[src/rtl/wallace_mac_pkg.sv]
// Shared types and widths for the product accumulator datapath.
// No logic; constants and state encoding only.
// No flow control; consumers define their own handshakes.
package wallace_mac_pkg;
   localparam int PROD_W    = 16;
   localparam int ACC_W_DEF = 24;
   localparam int LEN_W_DEF = 8;

   typedef enum logic [1:0] {
      IDLE  = 2'd0,
      ACCUM = 2'd1,
      HOLD  = 2'd2
   } state_t;
endpackage

[src/rtl/wallace_acc_adder.sv]
// Accumulator adder: ACC_W-bit sum of the running total and a zero-extended product.
// Latency 0 (purely combinational).
// No backpressure; the parent decides when the result is captured.
module wallace_acc_adder
   import wallace_mac_pkg::*;
#(
   parameter int ACC_W = ACC_W_DEF
) (
   input  logic [ACC_W-1:0]  i_acc,
   input  logic [PROD_W-1:0] i_addend,
   output logic [ACC_W-1:0]  o_sum,
   output logic              o_carry
);
   logic [ACC_W:0] w_full;

   assign w_full             = {1'b0, i_acc} + (ACC_W+1)'(i_addend);
   assign {o_carry, o_sum}   = w_full;
endmodule

[src/rtl/wallace_product_accumulator.sv]
// Sums blocks of L unsigned products; WALLACE_ACC_SATURATE_EN clamps on overflow instead of wrapping.
// Latency: out_valid rises the cycle after the L-th accept; one block per L+1 cycles.
// Backpressure: result is held and in_ready stays low until out_ready takes it.
module wallace_product_accumulator
   import wallace_mac_pkg::*;
#(
   parameter int ACC_W = ACC_W_DEF,
   parameter int LEN_W = LEN_W_DEF
) (
   input  logic              clk,
   input  logic              rst_n,
   input  logic              in_valid,
   output logic              in_ready,
   input  logic [PROD_W-1:0] in_product,
   input  logic [LEN_W-1:0]  cfg_len,
   output logic              out_valid,
   input  logic              out_ready,
   output logic [ACC_W-1:0]  out_acc,
   output logic              out_ovf
);
   state_t           r_state;
   logic [ACC_W-1:0] r_acc;
   logic [ACC_W-1:0] r_out_acc;
   logic             r_ovf;
   logic             r_out_ovf;
   logic             r_in_ready;
   logic             r_out_valid;
   logic [LEN_W:0]   r_cnt;
   logic [LEN_W:0]   r_len;

   logic [ACC_W-1:0] w_base;
   logic [ACC_W-1:0] w_sum;
   logic [ACC_W-1:0] w_acc_nxt;
   logic             w_carry;
   logic             w_ovf_nxt;
   logic             w_accept;
   logic             w_done;
   logic [LEN_W:0]   w_len_eff;
   logic [LEN_W:0]   w_cnt_inc;

   // First product of a block adds onto zero, so one adder serves both states.
   assign w_base    = (r_state == IDLE) ? '0 : r_acc;
   assign w_accept  = in_valid && r_in_ready;
   assign w_len_eff = (cfg_len == '0) ? (LEN_W+1)'(1) : {1'b0, cfg_len};
   assign w_cnt_inc = r_cnt + (LEN_W+1)'(1);
   assign w_done    = (r_state == IDLE) ? (w_len_eff == (LEN_W+1)'(1))
                                        : (w_cnt_inc == r_len);
   assign w_ovf_nxt = w_carry || ((r_state != IDLE) && r_ovf);

   wallace_acc_adder #(.ACC_W(ACC_W)) u_adder (
      .i_acc    (w_base),
      .i_addend (in_product),
      .o_sum    (w_sum),
      .o_carry  (w_carry)
   );

`ifdef WALLACE_ACC_SATURATE_EN
   assign w_acc_nxt = w_carry ? '1 : w_sum;
`else
   assign w_acc_nxt = w_sum;
`endif

   always_ff @(posedge clk or negedge rst_n) begin
      if (!rst_n) begin
         r_state     <= IDLE;
         r_acc       <= '0;
         r_out_acc   <= '0;
         r_ovf       <= 1'b0;
         r_out_ovf   <= 1'b0;
         r_in_ready  <= 1'b0;
         r_out_valid <= 1'b0;
         r_cnt       <= '0;
         r_len       <= '0;
      end else begin
         case (r_state)
            IDLE, ACCUM: begin
               r_in_ready <= 1'b1;
               if (w_accept) begin
                  r_acc <= w_acc_nxt;
                  r_ovf <= w_ovf_nxt;
                  r_cnt <= (r_state == IDLE) ? (LEN_W+1)'(1) : w_cnt_inc;
                  if (r_state == IDLE) r_len <= w_len_eff;
                  if (w_done) begin
                     r_state     <= HOLD;
                     r_in_ready  <= 1'b0;
                     r_out_valid <= 1'b1;
                     r_out_acc   <= w_acc_nxt;
                     r_out_ovf   <= w_ovf_nxt;
                  end else begin
                     r_state <= ACCUM;
                  end
               end
            end
            HOLD: begin
               if (out_ready) begin
                  r_state     <= IDLE;
                  r_out_valid <= 1'b0;
                  r_in_ready  <= 1'b1;
               end
            end
            default: begin
               r_state     <= IDLE;
               r_out_valid <= 1'b0;
               r_in_ready  <= 1'b1;
            end
         endcase
      end
   end

   assign in_ready  = r_in_ready;
   assign out_valid = r_out_valid;
   assign out_acc   = r_out_acc;
   assign out_ovf   = r_out_ovf;
endmodule
[config.mk]
export PLATFORM = sky130hd
export DESIGN_NAME = wallace_product_accumulator
export DESIGN_NICKNAME = d
export VERILOG_FILES = /design/src/rtl/wallace_mac_pkg.sv /design/src/rtl/wallace_acc_adder.sv /design/src/rtl/wallace_product_accumulator.sv
export SDC_FILE = /design/constraint.sdc
export NUM_CORES = 1
export LEC_CHECK = 0
export CORE_ASPECT_RATIO = 1.4
export CORE_MARGIN = 2
export CORE_UTILIZATION = 52
export CTS_BUF_LIST = sky130_fd_sc_hd__clkbuf_4 sky130_fd_sc_hd__clkbuf_8
export DETAILED_ROUTE_END_ITERATION = 12
export PLACE_DENSITY = 0.77
export SLEW_MARGIN = 20
export SYNTH_ARGS = -nofsm -noshare
export SYNTH_HDL_FRONTEND = slang
export SYNTH_SLANG_ARGS = --single-unit
[constraint.sdc]
create_clock -name clk -period 3.5 [get_ports clk]
set_input_delay 0.35 -clock clk [delete_from_list [all_inputs] [get_ports clk]]
set_output_delay 0.35 -clock clk [all_outputs]
set_load 0.1 [all_outputs]
==> results of run 1 <==
==> power by group <==
group	switching (mW)	internal [mW]	total [mW]	leakage (nW)
Clock	0.307	0.372	0.679	0.104
Combinational	1.57	0.757	2.33	1.41
Sequential	0.238	1.09	1.33	0.853
==> repair_timing <==
item / CTS / global route
endpoints found under the setup margin: 0 / 4
hold buffers: 0 / 0
buffers inserted: 0 / 0
gates resized for setup: 0 / 1
==> cell usage after synthesis, types with 2 or more instances <==
master and count:
o21ai_1 2, nor4_1 2, a21oi_1 32, dfrtp_1 71, or4_1 4, and3_1 2
nor2_1 32, o21a_1 4, o221ai_1 3, nand2_1 58, ha_1 17, or3_1 6
o21ai_0 40, mux2i_1 17, and2_1 18, o31ai_1 3, clkbuf_1 19, a21o_1 8
a22o_1 3, o211ai_1 2, mux2_4 4, nand3_1 15, nor3_1 9, nand4_1 11
mux2_2 12, a211oi_1 3, xnor2_1 16, or2_2 3, nor2b_1 2, xor2_1 13
buf_2 5, inv_1 17, a31oi_1 8
==> cells by family (layout without fill, tap and decap cells) <==
kind of cell | count (synthesis) | count (layout) | synth area share, %
AOI/OAI and AO/OA | 116 | 116 | 16.2
buffers and inverters | 43 | 99 | 4.11
DFF | 71 | 71 | 40.8
adders and majority gates | 18 | 18 | 5.35
xor gates and xnor gates | 29 | 29 | 5.84
muxes | 34 | 34 | 8.66
and+or+nand+nor | 168 | 168 | 19.0
==> final cells by class <==
type / instances / area (sq um)
timing repair buffer: 66 / 628
clock buffer: 13 / 160
clock inverter: 3 / 42.5
multi-input combinational: 365 / 2400
fill: 690 / 2950
tap: 102 / 128
inverter: 17 / 63.8
sequential: 71 / 1780
==> state kept, by name, indices dropped and copies added, names as in the netlist <==
signal,cells
r_state,2
r_cnt,9
out_acc,24
r_len,8
out_valid,1
in_ready,1
out_ovf,1
r_acc,24
r_ovf,1
==> through the flow <==
step,std cells,hold slack (ns)
floorplan,479,0.0544
global placement,621,0.451
detailed placement,621,0.455
CTS,637,0.186
global route,637,0.0280
finish,637,-0.0112
==> final timing paths <==
kind                             from           to  slack [ns]  cells past startpoint
setup / recovery           r_state[1]  out_acc[18]        0.29                     11
setup reg to reg           r_state[1]  out_acc[18]        0.29                     11
hold reg to reg              r_acc[1]     r_acc[1]        0.47                      2
max in group asynchronous       rst_n  out_acc[18]        2.85                      2
min in group clk             r_acc[1]     r_acc[1]        0.47                      2
hold / removal                  rst_n  out_acc[11]       -0.01                      1
==> critical path: stages (launching register included) <==
cell and delay [ns]:
dfrtp_1 0.44, or2_4 0.33, and2_1 0.18, ha_1 0.22
fa_1 0.43, a211oi_1 0.28, o21a_1 0.19, or3_1 0.11
nand4_1 0.18, and4_1 0.30, xnor2_1 0.13, mux2_1 0.28
==> per-layer routing <==
metal / vias up / global-route usage, %
met5: - / 0
met4: 0 / 11.6
met3: 21 / 3.70
met2: 103 / 42.0
met1: 1769 / 27.3
li1: 1797 / -
==> results by group, run 1 <==
Timing
  – Final period util: 91.8%
  – F_max: 311 MHz
  – Final Hold Fails: 37
  – RSZ-0062 raised after global routing: no
  – Fin crit period: 3.21 ns
  – Final worst slack: 0.287 ns
  – Clock skew: 0.0138 ns
  – TNS Setup: 0 ns
  – Worst-margin pin slew: 1.02 ns
  – Worst rel slew slack: 31.9%
  – Final setup viols: 0
  – Fin. max-slew vios: 0
  – Final Hold Slack: -0.0112 ns

Placement
  – Dpl cell area: 4990 sq um
  – Placer Congestion: 0.927
  – Pre-CTS setup slack: 0.177 ns
  – Buffers on Ports: 54
  – HPWL Detailed: 7530 um

Logic synthesis
  – Synth area leader: dfrtp_1
  – Synth unique cells: 51
  – Syn Inst Count: 479
  – Syn Std Cell Area: 4350 sq um
  – Top cell type's share of synthesized area: 40.8%
  – Post-synth EDFFs: 0
  – Syn avg cell area: 9.08 sq um
  – Synthesis-stage register bit count: 71
  – Syn nets: 525
  – Post-synth top flop: dfrtp_1
  – Post-synth ARST share: 100%
  – Register area share after synthesis: 40.8%
  – YS warnings: 0
  – Synth top area cells: dfrtp_1 41%, nand2_1 5.0%, ha_1 4.9%

Global route
  – Pin count of the biggest net entering global routing: 46
  – Initial antenna violation count: 0
  – First-pass GRT wire length: 16700 um
  – GRT Overall Usage: 23.8%
  – Grt ovf: 0
  – Vias in the first global route: 3600

Floorplanning
  – Die Span X: 81.3 um
  – Die height: 112 um
  – CORE AREA: 8150 sq um
  – Die area: 9120 sq um
  – Rows: 39
  – Initial core utilization: 53.4%
  – Ports: 55

Detailed routing
  – Drt pass-1 iters: 5
  – ANT nets after route: 0
  – Total number of vias: 3690
  – Routed WL: 10100 um
  – Met3 Routed Length: 396 um
  – M1 WL: 4050 um
  – DR top layer: met4
  – DR DRC count: 0
  – DRT iter0 DRCs: 205
  – Met2 wire length: 5340 um
  – Vias per cell: 5.79
  – Wire per inst: 15.9 um

Pwr
  – Leakage: 2.37 nW
  – Peak supply drop: 0.000533 V
  – Total power: 4.34 mW
  – Cell Pwr Density: 834 nW/um^2

CTS
  – Clk sinks: 71
  – Clk root buf: clkbuf_8
  – Clock-pin slew on the worst setup and hold paths: 0.07 ns
  – CTS tree: yes
  – H-tree depth: 3
  – Total CTS buffers: 9
  – CTS Buffer Depth: 2
  – Worst skew pair latency: 0.36 ns

Setup path
  – CP Data Arrival Time: 3.44 ns
  – CP endpoint kind: flip-flop
  – Required time worst endpoint: 3.73 ns
  – CP Launch Type: flip-flop
  – Crit Path Max Fanout: 18
  – Critical path type: reg2reg

Layout
  – Finished Core Util: 63.8%
  – Nets: 576
  – Diodes inserted: 0
  – Most frequent cells in the layout: 71 x dfrtp_1, 58 x nand2_1, 53 x clkdlybuf4s50_1
  – Share of layout cells above drive strength 1: 9.72%
  – Commonest non-fill, non-tap cell in the layout: dfrtp_1
  – Area growth, synth to finish: 19.6%
  – Fin area: 5200 sq um

Outcome
  – Failing checks: hold timing
  – Status: finished, violations left

Flow run
  – Max cap viols: 0

Worst hold path
  – HP Class: in2async
Note: power is estimated with default switching activity, not from simulation.
==> run 2, diff against run 1 <==
--- a/config.mk
+++ b/config.mk
@@ -7,10 +7,12 @@
 export LEC_CHECK = 0
 export CORE_ASPECT_RATIO = 1.4
 export CORE_MARGIN = 2
-export CORE_UTILIZATION = 52
+export CORE_UTILIZATION = 60
 export CTS_BUF_LIST = sky130_fd_sc_hd__clkbuf_4 sky130_fd_sc_hd__clkbuf_8
 export DETAILED_ROUTE_END_ITERATION = 12
-export PLACE_DENSITY = 0.77
+export DONT_BUFFER_PORTS = 1
+export PLACE_DENSITY = 0.79
+export SKIP_CTS_REPAIR_TIMING = 1
 export SLEW_MARGIN = 20
 export SYNTH_ARGS = -nofsm -noshare
 export SYNTH_HDL_FRONTEND = slang
==> run 2 against run 1 <==
Effect of this change:
- the run now ends clean
- non-clock buffer count is 47 lower
- die area is 13% lower
- worst setup slack worse by 0.077 ns
- routed wire length is 2.8% lower
- sequential share of layout area is 3.1 points higher
- sequential cell count stayed put
- via count is 4.6% lower
- clock power is 11% higher
- sequential power is 59% higher
- critical path depth stayed put
- core utilization is 4.5 points higher
==> results by group, run 2 (synthesis gave the netlist of run 1 again) <==
Timing
  – Final Hold Fails: 0
  – Final period util: 94.0%
  – Clock skew: 0.00857 ns
  – F_max: 304 MHz
  – Worst rel slew slack: 36.3%
  – Worst-margin pin slew: 0.955 ns
  – Fin crit period: 3.29 ns
  – TNS Setup: 0 ns
  – Fin. max-slew vios: 0
  – Final setup viols: 0

CTS
  – Clk sinks: 71
  – Clk root buf: clkbuf_8
  – H-tree depth: 3
  – CTS tree: yes
  – Clock-pin slew on the worst setup and hold paths: 0.08 ns
  – CTS Buffer Depth: 2
  – Worst skew pair latency: 0.36 ns
  – Total CTS buffers: 9

Pwr
  – Total power: 4.22 mW
  – Peak supply drop: 0.000526 V
  – Cell Pwr Density: 885 nW/um^2
  – Leakage: 2.20 nW

Floorplanning
  – Rows: 36
  – CORE AREA: 6980 sq um
  – Initial core utilization: 62.3%
  – Die height: 105 um
  – Die area: 7960 sq um
  – Die Span X: 76.0 um
  – Ports: 55

Layout
  – Share of layout cells above drive strength 1: 12.7%
  – Area growth, synth to finish: 9.66%
  – Most frequent cells in the layout: 70 x dfrtp_1, 58 x nand2_1, 40 x o21ai_0
  – Nets: 529
  – Diodes inserted: 0
  – Fin area: 4770 sq um
  – Finished Layout Cells: 583
  – Fill cells: 566
  – Finished Core Util: 68.3%
  – Commonest non-fill, non-tap cell in the layout: dfrtp_1

Detailed routing
  – Drt pass-1 iters: 5
  – Wire per inst: 16.9 um
  – Total number of vias: 3520
  – DRT iter0 DRCs: 177
  – Vias per cell: 6.04
  – Routed WL: 9830 um
  – ANT nets after route: 0
  – DR DRC count: 0

Placement
  – HPWL Detailed: 7130 um
  – Buffers on Ports: 0
  – Cells after DPL: 564
  – Dpl cell area: 4480 sq um
  – Placer Congestion: 0.919

Setup path
  – Reg-to-reg slack, setup: 0.21 ns
  – CP Data Arrival Time: 3.54 ns
  – CP endpoint kind: flip-flop
  – Crit Path Max Fanout: 11
  – Critical path type: reg2reg
  – Required time worst endpoint: 3.75 ns
  – CP Launch Type: flip-flop

Flow run
  – Max cap viols: 0

Global route
  – GRT Overall Usage: 25.7%
  – Grt ovf: 0
  – Vias in the first global route: 3583
  – Initial antenna violation count: 0
  – First-pass GRT wire length: 16300 um
  – Pin count of the biggest net entering global routing: 72

Outcome
  – Status: finished clean

Worst hold path
  – HP Class: in2reg
run 2: cell count changes in the layout (fill, tap and decap cells not counted), moves of 2 or more:
cell	previous run	this run
buf_4	13	17
clkbuf_4	3	0
clkdlybuf4s50_1	53	0
ha_1	17	15
ha_2	0	2
run 2: layer usage:
| layer | share of wire (%) | track usage (%) |
|---|---|---|
| met3 | 3.8 | 5.70 |
| met5 | 0 | 0 |
| met1 | 40 | 28.0 |
| met2 | 53 | 46.0 |
| met4 | 3.5 | 14.3 |
run 2: worst max-delay path, stage by stage (launching register included):
cell	delay, ns
dfrtp_2	0.45
or2_2	0.34
buf_4	0.19
and2_1	0.16
ha_1	0.37
nand4_1	0.17
or3_1	0.36
or3_1	0.30
nand4_1	0.20
nand4_1	0.18
xor2_1	0.20
mux2_4	0.26
run 2: report_power, final:
part | switching, mW | internal (mW)
Sequential | 1.03 | 1.07
Clock | 0.315 | 0.439
Combinational | 0.761 | 0.604
run 2: worst paths after layout:
kind	from	to	cells past startpoint
setup / recovery	r_state[1]	out_acc[22]	11
hold / removal	cfg_len[5]	r_len[5]	1
setup reg to reg	r_state[1]	out_acc[22]	11
hold reg to reg	r_acc[1]	r_acc[1]	2
max in group asynchronous	rst_n	r_state[1]	2
min in group asynchronous	rst_n	r_acc[8]	2
run 2: cell type report:
cell class	count	area (sq um)	share of cell area (%)
multi-input combinational	365	2410	50.6
clock inverter	5	80.1	1.68
timing repair buffer	19	165	3.46
clock buffer	11	151	3.17
sequential	71	1780	37.3
tap	95	119	2.49
inverter	17	63.8	1.34
run 2: stage by stage:
stage	hold slack [ns]	worst slack (ns)
6_report	0.137	0.210
5_1_grt	0.120	-0.00271
4_1_cts	-0.327	0.169
3_5_place_dp	0.0563	0.188
3_3_place_gp	0.0562	0.246
2_1_floorplan	0.0544	0.00741
